`src/rtl/text_mem_pkg.sv`:
```
// Shared constants and types for the 40x15 text-mode character RAM.
package text_mem_pkg;

  localparam int unsigned TXT_COLS   = 40;
  localparam int unsigned TXT_ROWS   = 15;
  localparam int unsigned TXT_CELLS  = TXT_COLS * TXT_ROWS;
  localparam int unsigned TXT_ADDR_W = 10;
  localparam int unsigned TXT_DATA_W = 10;

  typedef enum logic {ARB_IDLE, ARB_CLEAR} arb_state_t;

  typedef logic [TXT_ADDR_W-1:0] txt_addr_t;

endpackage

```
`src/rtl/text_mem_arbiter_clear.sv`:
```
// Screen clear sequencer: sweeps addresses 0..CELLS-1, pausing whenever the
// port is taken by a VGA fetch. With TEXT_MEM_ARB_FILL_EN defined the fill
// value is captured from clr_fill on the starting clr_req; otherwise it is 0.
module text_clear_engine
  import text_mem_pkg::*;
#(
  parameter int unsigned CELLS  = TXT_CELLS,
  parameter int unsigned ADDR_W = TXT_ADDR_W,
  parameter int unsigned DATA_W = TXT_DATA_W
) (
  input  logic              clk,
  input  logic              rst,
  input  logic              clr_req,
  input  logic              hold,
`ifdef TEXT_MEM_ARB_FILL_EN
  input  logic [DATA_W-1:0] clr_fill,
`endif
  output arb_state_t        state,
  output logic [ADDR_W-1:0] cnt,
  output logic [DATA_W-1:0] fill,
  output logic              clr_busy,
  output logic              clr_done
);

  localparam logic [ADDR_W-1:0] LastAddr = ADDR_W'(CELLS - 1);

  arb_state_t        state_q, state_d;
  logic [ADDR_W-1:0] cnt_q, cnt_d;
  logic              done_q, done_d;

  // Next state: start on clr_req in idle (ignored mid-sweep), step unless held.
  always_comb begin
    state_d = state_q;
    cnt_d   = cnt_q;
    done_d  = 1'b0;
    unique case (state_q)
      ARB_IDLE: begin
        if (clr_req) begin
          state_d = ARB_CLEAR;
          cnt_d   = '0;
        end
      end
      ARB_CLEAR: begin
        if (!hold) begin
          if (cnt_q == LastAddr) begin
            state_d = ARB_IDLE;
            cnt_d   = '0;
            done_d  = 1'b1;
          end else begin
            cnt_d = cnt_q + ADDR_W'(1);
          end
        end
      end
    endcase
  end

  // State, counter and done pulse registers; reset aborts a sweep silently.
  always_ff @(posedge clk) begin
    if (rst) begin
      state_q <= ARB_IDLE;
      cnt_q   <= '0;
      done_q  <= 1'b0;
    end else begin
      state_q <= state_d;
      cnt_q   <= cnt_d;
      done_q  <= done_d;
    end
  end

`ifdef TEXT_MEM_ARB_FILL_EN
  logic [DATA_W-1:0] fill_q;

  // Capture the fill value only on a clr_req that actually starts a sweep.
  always_ff @(posedge clk) begin
    if (rst) begin
      fill_q <= '0;
    end else if (state_q == ARB_IDLE && clr_req) begin
      fill_q <= clr_fill;
    end
  end

  assign fill = fill_q;
`else
  assign fill = '0;
`endif

  assign state    = state_q;
  assign cnt      = cnt_q;
  assign clr_busy = (state_q == ARB_CLEAR);
  assign clr_done = done_q;

endmodule

```
`src/rtl/text_mem_arbiter.sv`:
```
// Single-port character RAM arbiter: VGA fetch > clear sweep > keyboard write,
// one grant per cycle. Optional macro TEXT_MEM_ARB_FILL_EN adds the clr_fill
// port selecting the sweep value.
module text_mem_arbiter
  import text_mem_pkg::*;
#(
  parameter int unsigned COLS   = TXT_COLS,
  parameter int unsigned ROWS   = TXT_ROWS,
  parameter int unsigned ADDR_W = TXT_ADDR_W,
  parameter int unsigned DATA_W = TXT_DATA_W
) (
  input  logic              clk,
  input  logic              rst,
  input  logic              vga_rd_en,
  input  logic [ADDR_W-1:0] vga_rd_addr,
  output logic [DATA_W-1:0] vga_rd_data,
  output logic              vga_rd_valid,
  input  logic              kb_req,
  input  logic [ADDR_W-1:0] kb_addr,
  input  logic [DATA_W-1:0] kb_data,
  output logic              kb_ack,
  output logic              kb_err,
  input  logic              clr_req,
`ifdef TEXT_MEM_ARB_FILL_EN
  input  logic [DATA_W-1:0] clr_fill,
`endif
  output logic              clr_busy,
  output logic              clr_done,
  output logic [ADDR_W-1:0] mem_addr,
  output logic              mem_we,
  output logic [DATA_W-1:0] mem_wr_data,
  input  logic [DATA_W-1:0] mem_rd_data
);

  localparam int unsigned CELLS = COLS * ROWS;

  arb_state_t        state;
  logic [ADDR_W-1:0] clr_cnt;
  logic [DATA_W-1:0] clr_val;
  logic              kb_oor;
  logic              vga_rd_valid_q;

  text_clear_engine #(
    .CELLS  (CELLS),
    .ADDR_W (ADDR_W),
    .DATA_W (DATA_W)
  ) u_clear (
    .clk      (clk),
    .rst      (rst),
    .clr_req  (clr_req),
    .hold     (vga_rd_en),
`ifdef TEXT_MEM_ARB_FILL_EN
    .clr_fill (clr_fill),
`endif
    .state    (state),
    .cnt      (clr_cnt),
    .fill     (clr_val),
    .clr_busy (clr_busy),
    .clr_done (clr_done)
  );

  assign kb_oor = 32'(kb_addr) >= CELLS;

  // Port mux and keyboard handshake; keyboard only gets idle, VGA-free cycles.
  always_comb begin
    mem_addr    = '0;
    mem_we      = 1'b0;
    mem_wr_data = '0;
    kb_ack      = 1'b0;
    kb_err      = 1'b0;
    if (vga_rd_en) begin
      mem_addr = vga_rd_addr;
    end else if (state == ARB_CLEAR) begin
      mem_addr    = clr_cnt;
      mem_we      = 1'b1;
      mem_wr_data = clr_val;
    end else if (kb_req) begin
      mem_addr    = kb_addr;
      mem_wr_data = kb_data;
      mem_we      = !kb_oor;
      kb_ack      = 1'b1;
      kb_err      = kb_oor;
    end
  end

  // Read valid tracks the RAM's one-cycle latency after a VGA grant.
  always_ff @(posedge clk) begin
    if (rst) begin
      vga_rd_valid_q <= 1'b0;
    end else begin
      vga_rd_valid_q <= vga_rd_en;
    end
  end

  // The RAM output register already holds the fetched word in the valid cycle.
  assign vga_rd_valid = vga_rd_valid_q;
  assign vga_rd_data  = vga_rd_valid_q ? mem_rd_data : '0;

endmodule

```
`config.mk`:
```
export PLATFORM = sky130hd
export DESIGN_NAME = text_mem_arbiter
export DESIGN_NICKNAME = d
export VERILOG_FILES = /design/src/rtl/text_mem_pkg.sv /design/src/rtl/text_mem_arbiter_clear.sv /design/src/rtl/text_mem_arbiter.sv
export SDC_FILE = /design/constraint.sdc
export NUM_CORES = 1
export LEC_CHECK = 0
export BUFFER_PORTS_ARGS = -buffer_cell sky130_fd_sc_hd__buf_2
export CAP_MARGIN = 20
export CELL_PAD_IN_SITES_DETAIL_PLACEMENT = 0
export CELL_PAD_IN_SITES_GLOBAL_PLACEMENT = 1
export CORE_ASPECT_RATIO = 1.5
export CORE_UTILIZATION = 25
export CTS_CLUSTER_DIAMETER = 40
export DETAILED_ROUTE_END_ITERATION = 16
export GPL_TIMING_DRIVEN = 0
export PLACE_DENSITY_LB_ADDON = 0.05
export SYNTH_ARGS = -nofsm -noshare
export SYNTH_HDL_FRONTEND = slang
export SYNTH_SLANG_ARGS = --single-unit
```
`constraint.sdc`:
```
create_clock -name clk -period 2.3 [get_ports clk]
set_input_delay 0.115 -clock clk [delete_from_list [all_inputs] [get_ports clk]]
set_output_delay 0.115 -clock clk [all_outputs]
set_load 0.01 [all_outputs]
```
### Word level (Yosys, flattened, before mapping)

Cells that the tools add are included.
W data, S select, Z words.

* flip-flop bits (word level): 13
* input port bits: 45
* output and inout port bits: 36

* equality and inequality tests: 3
* mux-type cells: 25
* $lt $le $gt $ge: 1
* reduce and logical (&&, ||, !) cells: 3
* add/sub/neg operators: 1
* bitwise operators: 1

Operator list (count)
* $mux W10: 10
* $pmux W10 S2: 1
* $mux W1: 13
* $add A10 B1 Y10 const B: 1
* $eq A10 B10 Y1 const B: 1
* $ge A10 B10 Y1 const B: 1
* $ne A2 B2 Y1 const B: 2
* $reduce_or A3 Y1: 1
* $pmux W1 S2: 1
* $reduce_and A2 Y1: 1
* $logic_not A1 Y1: 1
* $not A1 Y1: 1

### Depth between registers and ports, before layout

* depth in word-level cells: 5
* gate-level depth with buffers: 5
* gate-level depth less buffers: 5

### Hierarchy

From an unflattened synthesis, not the netlist that was laid out.

* cells, all modules: 166
* area total of the unflattened synthesis: 1255.0 µm²

Modules (own cells, without submodules)
* text_clear_engine: area each 742.0 µm², seq. area each 240.2 µm², cells an instance 84, times used 1
* text_mem_arbiter: area each 513.0 µm², seq. area each 20.0 µm², cells an instance 82, times used 1

### Worst setup path after synthesis

No wires, ideal clock.

* path kind: register to register
* start: register u_clear.cnt_q[0] (netlist: u_clear.cnt[0])
* end: register u_clear.cnt_q[3] (netlist: u_clear.cnt[3])
* arrival: 1.608 ns
* setup time: 0.114 ns
* slack: 0.578 ns
* stages on the path, launching flop included: 6
* data required time: 2.186 ns
* path through: dfxtp_1 -> ha_1 -> or4b_4 -> o31ai_4 -> o21bai_1 -> a21o_1

* word-level cells in the longest chain between the ends: 4
* elaborated cells between the ends (all ways): 5
* those cells by class: add/sub: 1; eq/ne: 1; mux: 3

RTL lines
* from (decl): RTL line text_mem_arbiter_clear.sv:28 `logic [ADDR_W-1:0] cnt_q, cnt_d;`
* from (signal assigned): RTL line text_mem_arbiter_clear.sv:65 `cnt_q <= cnt_d;`
* $add A10 B1 Y10 / $eq A10 B10 Y1 (equally long branches): RTL line text_mem_arbiter_clear.sv:50, text_mem_arbiter_clear.sv:45
* $mux W10 (*): RTL line text_mem_arbiter_clear.sv:45 `if (cnt_q == LastAddr) begin`
* $mux W10 (*): RTL line text_mem_arbiter_clear.sv:44 `if (!hold) begin`
* $pmux W10 S2 (*): RTL line text_mem_arbiter_clear.sv:36 `unique case (state_q)`

Mark *: on every way between the ends. The rest lies on a longest branch, timed or not. The select of a mux whose other input is x is not followed.
A chain may end at the register's enable or synchronous reset.

### Worst setup path in the final report

* start: register u_clear.cnt_q[0] (netlist: u_clear.cnt[0])
* end: register u_clear.cnt_q[1] (netlist: u_clear.cnt[1])

The elaborated chain is that of the path after synthesis.

==> flow_metrics.env <==
export IMPL_powerDensity_nw_per_um2=397
export IMPL_slew_limit_headroom_pct=61.7
export IMPL_initial_core_util_pct=26.7
export IMPL_worst_hold_slack_ps=126
export IMPL_ys_ff_latch=13
export IMPL_synth_sequential_area_ratio_pct=26.0
export IMPL_top_reg_cell_synth="dfxtp_1"
export IMPL_clock_sinks=13
export IMPL_p_sw_share_pct=28.5
export IMPL_first_pass_iters=4
export IMPL_final_core_util_pct=39.9
export IMPL_critPathKind="reg -> reg"
export IMPL_syn_cell_area_sq_um=1000
export IMPL_placeableCoreArea_sq_um=3750
export IMPL_highest_achievable_clock_rate_ghz=0.494
export IMPL_full_die_area_sq_um=4270
export IMPL_final_hold_viol_count=0
export IMPL_routed_wl_mm=3.16
export IMPL_antenna_found_initial=0
export IMPL_internal_power_mw=0.425
export IMPL_number_of_setup_buffers_added_after_cts=0
export IMPL_root_buffer="clkbuf_8"
export IMPL_post_dp_cell_area_sq_um=1450
export IMPL_min_path_type="in -> reg"
export IMPL_numCtsBuffers=3
export IMPL_post_synth_cell_area_avg_sq_um=7.21
export IMPL_path_clk_slew_ps=50
export IMPL_setup_tns_final_ps=0
export IMPL_post_drt_via_cell_ratio=4.89
export IMPL_globalplace_congestion=0.774
export IMPL_mappedNetlistNets=185
export IMPL_final_max_slew_violation_count=0
export IMPL_start_kind="flop"
export IMPL_detailroute_via_count=1297
export IMPL_synth_distinct_cells=32
export IMPL_postRouteAntennaNets=0
export IMPL_design_final_nets=269
export IMPL_cp_data_required_time_ps=2440
export IMPL_startpoint="u_clear.cnt[0]$_SDFFE_PP0P_"
export IMPL_crit_fanout=6
export IMPL_synth_top_cells_by_count="and2_1 (21), nand2_1 (17), o21ai_0 (17)"
export IMPL_timing_hold_worst_start="rst"
export IMPL_total_power_mw=0.595
export IMPL_pin_count=81
export IMPL_run_status="finished, final reports clean"
export IMPL_crit_buf_inv=1
export IMPL_drt_wirelength_per_cell_microns=11.9
export IMPL_detail_route_iter0_violations=15
export IMPL_cts_resized=0
export IMPL_final_min_clock_period_ps=2020
export IMPL_overflow=0
export IMPL_power_share_clock_pct=35.0
export IMPL_synth_largest_area_cell="dfxtp_1"
export IMPL_num_rows=27
export IMPL_power_share_sequential_pct=39.2
export IMPL_grt_setup_unrepaired="no"
export IMPL_first_global_vias=1200
export IMPL_die_w_microns=53.7
export IMPL_post_route_period_util_pct=88.0
export IMPL_synth_top_cell_area_share_pct=26.0
export IMPL_fp_dieH_microns=79.5
export IMPL_detailedPlacementHpwl_mm=2.60
export IMPL_cts_htree_levels=1
export IMPL_antennaDiodeCount=0
export IMPL_worstReg2RegStart="u_clear.cnt[0]$_SDFFE_PP0P_"
export IMPL_drcViolationCount=0
export IMPL_asyncSetResetFlopFracSynth_pct=0
export IMPL_timing_clock_skew_ps=2.86
export IMPL_number_of_input_and_output_port_buffers_inserted=79
export IMPL_power_switching_mw=0.169
export IMPL_grt_max_degree=12
export IMPL_insertion_delay_ps=250
export IMPL_max_slew_worst_pin_slew_ps=572
export IMPL_gr_usage_all_layers_pct=15.9
export IMPL_timing_critical_path_cells="ha_1 -> or4b_4 -> nor3_1 -> inv_1 -> a32o_1"
export IMPL_share_of_post_route_cells_with_drive_strength_above_1_pct=39.2
export IMPL_hold_bufs_at_cts=0
export IMPL_yosysMostFrequentCell="and2_1"
export IMPL_tritoncts="yes"
export IMPL_finalSetupViolCount=0
export IMPL_postSynthCellCount=139
export IMPL_critPathCaptureType="flop"
export IMPL_worst_ir_drop_vdd_uv=226
export IMPL_share_comb_of_total_power_pct=25.8
export IMPL_maxCapViolations=0
export IMPL_grt_pass1_wl_mm=5.14
export IMPL_synth_top_cells_by_area="dfxtp_1 (26%), and2_1 (13%), o21ai_0 (8.5%)"
export IMPL_post_route_cell_area_sq_um=1500
export IMPL_ys_warnings_count=0
export IMPL_cell_class_contributing_the_biggest_share_of_worst_path_delay="simple AND/OR/NAND/NOR gates"
export IMPL_synth_edf_count=0
export IMPL_clockBufferDepth=2
export IMPL_critical_path_max_stage_delay_ps=500
export IMPL_syn2layout_area_growth_pct=49.3
export IMPL_worst_endpoint_arrival_ps=2160
export IMPL_critical_path_slowest_stage_cell="or4b_4"
export IMPL_cellLeakagePower_nw=0.727
==> layout by cell type (no fill, tap or decap), types with 3 or more instances in the layout <==
| master | synthesis | routed |
|---|---|---|
| a21o_1 | 3 | 3 |
| nor2b_1 | 5 | 5 |
| clkbuf_1 | 5 | 6 |
| a21oi_1 | 7 | 7 |
| or3_1 | 3 | 3 |
| a22oi_1 | 11 | 11 |
| nand3_1 | 3 | 3 |
| nor2_1 | 5 | 5 |
| buf_2 | 1 | 80 |
| clkbuf_8 | 0 | 3 |
| nor3_1 | 5 | 5 |
| o21ai_0 | 17 | 17 |
| nand2_1 | 17 | 17 |
| and2_1 | 21 | 21 |
| dfxtp_1 | 13 | 13 |
| nand2b_1 | 4 | 4 |
==> power by group through the flow <==
stage | Clock [mW] | Combinational [mW] | Sequential, mW
6_report | 0.208 | 0.153 | 0.233
5_1_grt | 0.232 | 0.173 | 0.234
4_1_cts | 0.214 | 0.156 | 0.233
3_5_place_dp | 0 | 0.155 | 0.238
3_3_place_gp | 0 | 0.154 | 0.238
2_1_floorplan | 0 | 0.0750 | 0.238
==> cell families (layout without fill, tap and decap cells) <==
| group | after synthesis | count (layout) | synth area share (%) |
|---|---|---|---|
| adder cells (fa/ha/maj) | 1 | 1 | 1.25 |
| flip-flops | 13 | 13 | 26.0 |
| buffers and inverters | 9 | 92 | 3.50 |
| AND/OR/NAND/NOR | 70 | 70 | 38.8 |
| AO/OA/AOI/OAI | 44 | 44 | 28.7 |
| XOR/XNOR | 2 | 2 | 1.75 |
==> per-stage QoR <==
step                      cells  worst slack (ps)
after floorplan             139               578
after global placement      261               292
after detailed placement    261               296
after CTS                   265               285
after global routing        265               137
final                       265               276
==> final cells by class <==
type | count | area (sq um)
sequential | 13 | 260
clock buffer | 4 | 45.0
buffer | 7 | 27.5
multi-input combinational | 117 | 707
inverter | 2 | 7.51
timing repair buffer | 79 | 395
tap | 43 | 53.8
fill | 418 | 2250
==> worst paths after layout <==
path	to	slack, ps	cells after the start
worst max-delay path	u_clear.cnt[1]$_SDFFE_PP0P_	280	5
worst min-delay path	u_clear.cnt[0]$_SDFFE_PP0P_	130	2
worst max register to register	u_clear.cnt[1]$_SDFFE_PP0P_	280	5
worst min register to register	u_clear.cnt[9]$_SDFFE_PP0P_	540	2
==> sequential cells by signal (all words and copies together) (netlist names) <==
register          flops
u_clear.cnt          10
u_clear.clr_done      1
u_clear.clr_busy      1
vga_rd_valid          1
==> metal layers <==
layer / track usage, % / vias to the layer above / wire, microns
li1: - / 660 / -
met1: 18.2 / 562 / 1320
met2: 27.7 / 71 / 1550
met3: 2.10 / 4 / 245
met4: 7.11 / 0 / 53
met5: 0 / - / 0
Note: power is estimated with default switching activity, not from simulation.
